### src/rtl/imem_loader_pkg.sv
// kgprisc_loader_pkg: state encoding and stream framing constants for the instruction memory loader
package kgprisc_loader_pkg;
    localparam logic [2:0] HDR_LO = 3'd0;
    localparam logic [2:0] HDR_HI = 3'd1;
    localparam logic [2:0] DATA   = 3'd2;
    localparam logic [2:0] WRITE  = 3'd3;
    localparam logic [2:0] RUN    = 3'd4;
    localparam logic [2:0] ERR    = 3'd5;
    localparam int HDR_BYTES      = 2;
    localparam int BYTES_PER_WORD = 4;
endpackage

### src/rtl/imem_loader_if.sv
// imem_loader_if: byte stream handshake plus instruction memory write port
interface imem_loader_if #(parameter int ADDR_W = 10);
    logic              in_valid;
    logic [7:0]        in_data;
    logic              in_ready;
    logic              imem_we;
    logic [ADDR_W-1:0] imem_addr;
    logic [31:0]       imem_wdata;
    modport master (output in_valid, in_data, input in_ready, imem_we, imem_addr, imem_wdata);
    modport slave  (input in_valid, in_data, output in_ready, imem_we, imem_addr, imem_wdata);
endinterface

### src/rtl/imem_loader_word_assembler.sv
// word_assembler: packs little-endian stream bytes into a 32-bit word and flags the final byte
module word_assembler
    import kgprisc_loader_pkg::*;
(
    input  logic        clk,
    input  logic        rst,
    input  logic        clear,
    input  logic        shift,
    input  logic [7:0]  byte_in,
    output logic        complete,
    output logic [31:0] word_nxt
);
    logic [1:0]  byte_cnt;
    logic [31:0] word;

    assign complete = shift & (byte_cnt == 2'(BYTES_PER_WORD - 1));

    // current word with the incoming byte merged at its lane, so the final byte is visible the same cycle
    always_comb begin
        word_nxt = word;
        word_nxt[{byte_cnt, 3'b000} +: 8] = byte_in;
    end

    // byte lane counter wraps naturally after the fourth byte
    always_ff @(posedge clk or negedge rst) begin
        if (!rst) begin
            byte_cnt <= '0;
            word     <= '0;
        end else if (clear) begin
            byte_cnt <= '0;
            word     <= '0;
        end else if (shift) begin
            byte_cnt <= byte_cnt + 2'd1;
            word     <= word_nxt;
        end
    end
endmodule

### src/rtl/imem_loader.sv
// imem_loader: boot loader that streams a length-prefixed program into instruction memory, then releases the core
module imem_loader
    import kgprisc_loader_pkg::*;
#(
    parameter int ADDR_W    = 10,
    parameter int MAX_WORDS = 1024
) (
    input  logic           clk,
    input  logic           rst,
    input  logic           reload,
    imem_loader_if.slave   bus,
    output logic           cpu_rst,
    output logic           done,
    output logic           err
);
    logic [2:0]      state, nxt;
    logic [15:0]     n;
    logic [ADDR_W:0] index;
    logic [15:0]     hdr;
    logic            xfer, bad, last, complete;
    logic [31:0]     word_nxt;

    assign bus.in_ready = rst & ~reload & (state == HDR_LO || state == HDR_HI || state == DATA);
    assign xfer = bus.in_valid & bus.in_ready;
    assign hdr  = {bus.in_data, n[7:0]};
    assign bad  = (hdr == 16'd0) || (32'(hdr) > 32'(MAX_WORDS));
    assign last = (16'(index) + 16'd1) == n;

    word_assembler u_asm (
        .clk      (clk),
        .rst      (rst),
        .clear    (reload),
        .shift    (xfer && state == DATA),
        .byte_in  (bus.in_data),
        .complete (complete),
        .word_nxt (word_nxt)
    );

    // next-state decode; reload overrides everything
    always_comb begin
        nxt = state;
        if (reload) nxt = HDR_LO;
        else begin
            case (state)
                HDR_LO:  nxt = xfer ? HDR_HI : HDR_LO;
                HDR_HI:  nxt = xfer ? (bad ? ERR : DATA) : HDR_HI;
                DATA:    nxt = complete ? WRITE : DATA;
                WRITE:   nxt = last ? RUN : DATA;
                default: nxt = state;
            endcase
        end
    end

    // state, header count and word index
    always_ff @(posedge clk or negedge rst) begin
        if (!rst) begin
            state <= HDR_LO;
            n     <= '0;
            index <= '0;
        end else begin
            state <= nxt;
            if (reload) begin
                n     <= '0;
                index <= '0;
            end else begin
                if (xfer && state == HDR_LO) n[7:0]  <= bus.in_data;
                if (xfer && state == HDR_HI) n[15:8] <= bus.in_data;
                if (state == WRITE) index <= index + 1'b1;
            end
        end
    end

    // Moore outputs registered from the next state; address and data hold outside WRITE
    always_ff @(posedge clk or negedge rst) begin
        if (!rst) begin
            bus.imem_we    <= 1'b0;
            bus.imem_addr  <= '0;
            bus.imem_wdata <= '0;
            cpu_rst        <= 1'b1;
            done           <= 1'b0;
            err            <= 1'b0;
        end else begin
            bus.imem_we <= nxt == WRITE;
            if (nxt == WRITE) begin
                bus.imem_addr  <= index[ADDR_W-1:0];
                bus.imem_wdata <= word_nxt;
            end
            cpu_rst <= nxt != RUN;
            done    <= nxt == RUN;
            err     <= nxt == ERR;
        end
    end
endmodule

### src/flat_wrapper.sv
// flat-port wrapper written by rule: the top's interface ports become plain ports
module imem_loader_flat import kgprisc_loader_pkg::*;
#(
    parameter int ADDR_W    = 10,
    parameter int MAX_WORDS = 1024
)
  (clk, rst, reload, cpu_rst, done, err, bus_in_valid, bus_in_data, bus_in_ready, bus_imem_we, bus_imem_addr, bus_imem_wdata);
  imem_loader_if #(.ADDR_W(ADDR_W)) bus_i ();
  input  logic clk;
  input  logic rst;
  input  logic reload;
  output logic cpu_rst;
  output logic done;
  output logic err;
  input wire logic [$bits(bus_i.in_valid)-1:0] bus_in_valid;
  input wire logic [$bits(bus_i.in_data)-1:0] bus_in_data;
  output wire logic [$bits(bus_i.in_ready)-1:0] bus_in_ready;
  output wire logic [$bits(bus_i.imem_we)-1:0] bus_imem_we;
  output wire logic [$bits(bus_i.imem_addr)-1:0] bus_imem_addr;
  output wire logic [$bits(bus_i.imem_wdata)-1:0] bus_imem_wdata;
  assign bus_i.in_valid = bus_in_valid;
  assign bus_i.in_data = bus_in_data;
  assign bus_in_ready = bus_i.in_ready;
  assign bus_imem_we = bus_i.imem_we;
  assign bus_imem_addr = bus_i.imem_addr;
  assign bus_imem_wdata = bus_i.imem_wdata;
  imem_loader #(.ADDR_W(ADDR_W), .MAX_WORDS(MAX_WORDS)) u_core (.clk(clk), .rst(rst), .reload(reload), .bus(bus_i), .cpu_rst(cpu_rst), .done(done), .err(err));
endmodule
### config.mk
export PLATFORM = sky130hd
export DESIGN_NAME = imem_loader_flat
export DESIGN_NICKNAME = d
export VERILOG_FILES = /design/src/rtl/imem_loader_pkg.sv /design/src/rtl/imem_loader_if.sv /design/src/rtl/imem_loader_word_assembler.sv /design/src/rtl/imem_loader.sv /design/src/flat_wrapper.sv
export SDC_FILE = /design/constraint.sdc
export NUM_CORES = 1
export LEC_CHECK = 0
export ABC_AREA = 1
export CORE_MARGIN = 2
export CORE_UTILIZATION = 30
export CTS_CLUSTER_SIZE = 20
export DETAILED_ROUTE_END_ITERATION = 12
export GPL_TIMING_DRIVEN = 0
export SLEW_MARGIN = 15
export SYNTH_ARGS = -nofsm -noshare
export SYNTH_HDL_FRONTEND = slang
export SYNTH_SLANG_ARGS = --single-unit
### constraint.sdc
create_clock -name clk -period 1.9 [get_ports clk]
set_clock_uncertainty 0.15 [all_clocks]
set_input_delay 0.38 -clock clk [delete_from_list [all_inputs] [get_ports clk]]
set_output_delay 0.38 -clock clk [all_outputs]
set_load 0.01 [all_outputs]
==> key figures <==
Outcome
  • Status: finished with violations
  • Failing checks: negative hold slack, negative setup slack

Critical path
  • Crit end category: flop
  • Crit path DAT: 2.22 ns
  • Critical path class: flop to flop
  • Slowest CP cell: dfrtp_2
  • Delay-heaviest family, CP: simple AND/OR/NAND/NOR gates
  • CP cell instances: buf_6, clkinvlp_4, nor2_4, nand2_2, nand2_2, nand3_2, nand2_2, nand2_1, nor2_1, nand4_1, nand2_1, nand2_2, nand2_4, nand2_1, nor2_1
  • Max incr delay on CP: 0.40 ns
  • Worst setup SP type: flop
  • WP data required: 2.04 ns
  • CP dominant cell by count: nand2_2
  • Crit-path max FO: 5
  • Worst path bufs/invs: 2

Synth
  • Net count after synthesis: 700
  • Seq/Total Area, Yosys: 51.33%
  • Netlist cell types: 29
  • Synthesized instance count: 682
  • Syn_area_per_cell: 7.867 µm²
  • Yosys warns: 0
  • Flops & latches, synth: 110
  • Area contributors post-synth: dfrtp_1, nand2_1, inv_1, o21ai_0, nand3_1
  • Top-area cell type share of the netlist area: 50.84%
  • Mapped Area: 5365 µm²
  • Area leader, netlist: dfrtp_1

STA
  • Total Neg Setup Slack: -6.916 ns
  • Worst Max-Slew Pin Slew: 0.6560 ns
  • Slew Viols, Final: 0
  • Tmin final: 2.075 ns
  • # setup viols final: 81
  • Max Fclk: 481.8 MHz
  • RSZ-0062 raised after global routing: true
  • Final Cycle Share: 109.2%
  • Final Worst Setup Slack: -0.1754 ns
  • Relative slew slack: 56.11%
  • Final Hold Viols: 52
  • Hold Slack: -0.1898 ns

Clock tree
  • CTS max path bufs: 2
  • TritonCTS clock tree: built
  • Clk slew on worst S/H paths: 0.07 ns
  • Num Clock Sinks: 110
  • H-tree depth: 3
  • Skew-Pair Late Insertion Delay: 0.36 ns
  • Clock root cell: clkbuf_16
  • CTS Buf Count: 9

Die
  • Total die area: 18,970 µm²
  • Initial core utilization: 30.80%
  • Die H: 137.7 µm
  • Core Area: 17,420 µm²
  • I/O pins: 59
  • Die W: 137.7 µm
  • Row Count: 48

Global routing
  • Initial antenna violation count: 0
  • First-pass GRT wire length: 23,450 µm
  • Grt ovf: 0
  • Gr usage total: 15.92%
  • Largest net degree at the start of global routing: 58
  • Vias in the first global route: 4,708

Detailed routing
  • DR WL/cell: 14.49 µm
  • 1st-iter DRT viols: 352
  • Met1 wire length: 6818 µm
  • Initial DRT Pass Iterations: 4
  • DRC Markers: 0
  • Metal2 WL: 6853 µm
  • Top metal layer carrying routed signals: met4
  • Final wirelength: 14,430 µm
  • Via/cell ratio: 4.788
  • Vias: 4,769
  • Routed Antenna Nets: 0
  • Routed length on met3: 514 µm

Pwr
  • Internal power: 3494 µW
  • Reg power frac: 49.7%
  • PwrDens: 679.1 nW/µm²
  • Total power: 4794 µW
  • Sw Pwr: 1301 µW
  • Leakage: 0.003133 µW
  • Worst vdd ir: 0.4455 mV
  • Clk pwr share: 38.5%
  • Combinational group share of total power: 11.9%
  • Net Sw Frac: 27.13%

Final layout
  • Layout area overhead: 31.58%
  • Layout cell share with drive strength beyond 1: 17.90%
  • Antenna Cells: 0
  • Fill count: 1,805
  • Nets: 784
  • Count of non-filler cells in the finished layout: 996

Placement
  • Final HPWL DP: 10,140 µm
  • GP Congestion: 0.8921
  • # port buffers: 58
  • Placed cell count: 966

Worst hold path
  • Worst min-delay path class: primary input to asynchronous set/reset pin

Job
  • Max-Cap Viols: 0
[path summary, 6_finish.rpt]
path / start / end / slack [ns] / depth (start not counted)
worst max-delay path: u_core.index[0]$_DFFE_PN0P_ / u_core.done$_DFF_PN0_ / -0.18 / 15
worst min-delay path: rst / u_core.bus.imem_addr[8]$_DFFE_PN0N_ / -0.19 / 1
worst max register to register: u_core.index[0]$_DFFE_PN0P_ / u_core.done$_DFF_PN0_ / -0.18 / 15
worst min register to register: u_core.bus.imem_wdata[21]$_DFFE_PN0N_ / u_core.bus.imem_wdata[21]$_DFFE_PN0N_ / 0.33 / 2
max in group asynchronous: rst / u_core.bus.imem_wdata[28]$_DFFE_PN0N_ / 1.12 / 2
min in group clk: u_core.bus.imem_wdata[21]$_DFFE_PN0N_ / u_core.bus.imem_wdata[21]$_DFFE_PN0N_ / 0.33 / 2
[timing repair]
item | CTS | global route
pin swaps | 21 | 16
resized for setup | 61 | 47
gates cloned | 0 | 0
setup buffers | 13 | 3
endpoints found under the setup margin | 93 | 92
hold endpoints to repair | 52 | 52
[state kept, by name, summed over array words and instances (netlist names)]
name and cells:
u_core.bus.imem_wdata 32, u_core.u_asm.word 32, u_core.n 16, u_core.index 11, u_core.bus.imem_addr 10, u_core.state 3, u_core.u_asm.byte_cnt 2, u_core.bus.imem_we 1
u_core.cpu_rst 1, u_core.done 1, u_core.err 1
[routing by layer]
metal / vias to the layer above / track usage (%)
met5: - / 0
met4: 0 / 4.082
met1: 2292 / 21.22
met3: 16 / 3.679
met2: 89 / 26.15
li1: 2372 / -
[synthesized netlist by cell type (all sizes together)]
cell type    n
nand4        8
clkbuf       9
buf         14
or2          1
dfrtp      109
nor2        45
nor3        10
a22oi        8
o32ai        6
a21oi        8
inv         89
o21ai       78
dfstp        1
ha           6
clkinv       1
o22ai       22
a21o         1
nand3       48
nand2      218
[cell families after synthesis]
group	Yosys count	synth area share, %
AO/OA/AOI/OAI	123	12.90
adder cells (fa/ha/maj)	6	1.399
flip-flops	110	51.33
buffers and inverters	113	8.209
AND/OR/NAND/NOR	330	26.17
[placed cells by master, fill, tap and decap left out, drive strengths merged]
cell type	instances
a21oi	8
o32ai	6
clkinv	3
clkinvlp	3
nand2	218
nand4	8
dfrtp	109
nand3	48
o21ai	78
nor2	45
or2	1
a21o	1
clkbuf	15
clkdlybuf4s50	55
o22ai	22
inv	90
dlygate4sd2	2
nor3	10
a22oi	8
buf	34
ha	6
dfstp	1
[metrics by stage]
step / utilization, % / worst slack [ns] / cell area [µm²]
floorplan: - / 0.04383 / 5368
global placement: 35.77 / -4.763 / 6230
detailed placement: 35.93 / -0.8159 / 6259
CTS: 39.45 / -0.1890 / 6872
global route: 40.53 / -0.3118 / 7059
finish: 40.53 / -0.1754 / 7059
[final cells by class]
class	count	area, µm²	share of cell area, %
Buffer	21	157.7	2.233
Clock buffer	10	239.0	3.385
Clock inverter	6	43.79	0.6203
Inverter	90	350.3	4.963
Multi-Input combinational cell	459	2481	35.15
Sequential cell	110	2759	39.08
Tap cell	225	281.5	3.988
Timing Repair Buffer	75	747.0	10.58
[power groups by stage]
stage	combinational (µW)	sequential [µW]	clock [µW]
2_1_floorplan	272	2420	0
3_3_place_gp	455	2430	0
3_5_place_dp	461	2430	0
4_1_cts	536	2380	1900
5_1_grt	632	2380	1960
6_report	568	2380	1840
No activity file was read; power rests on OpenSTA's default activity.
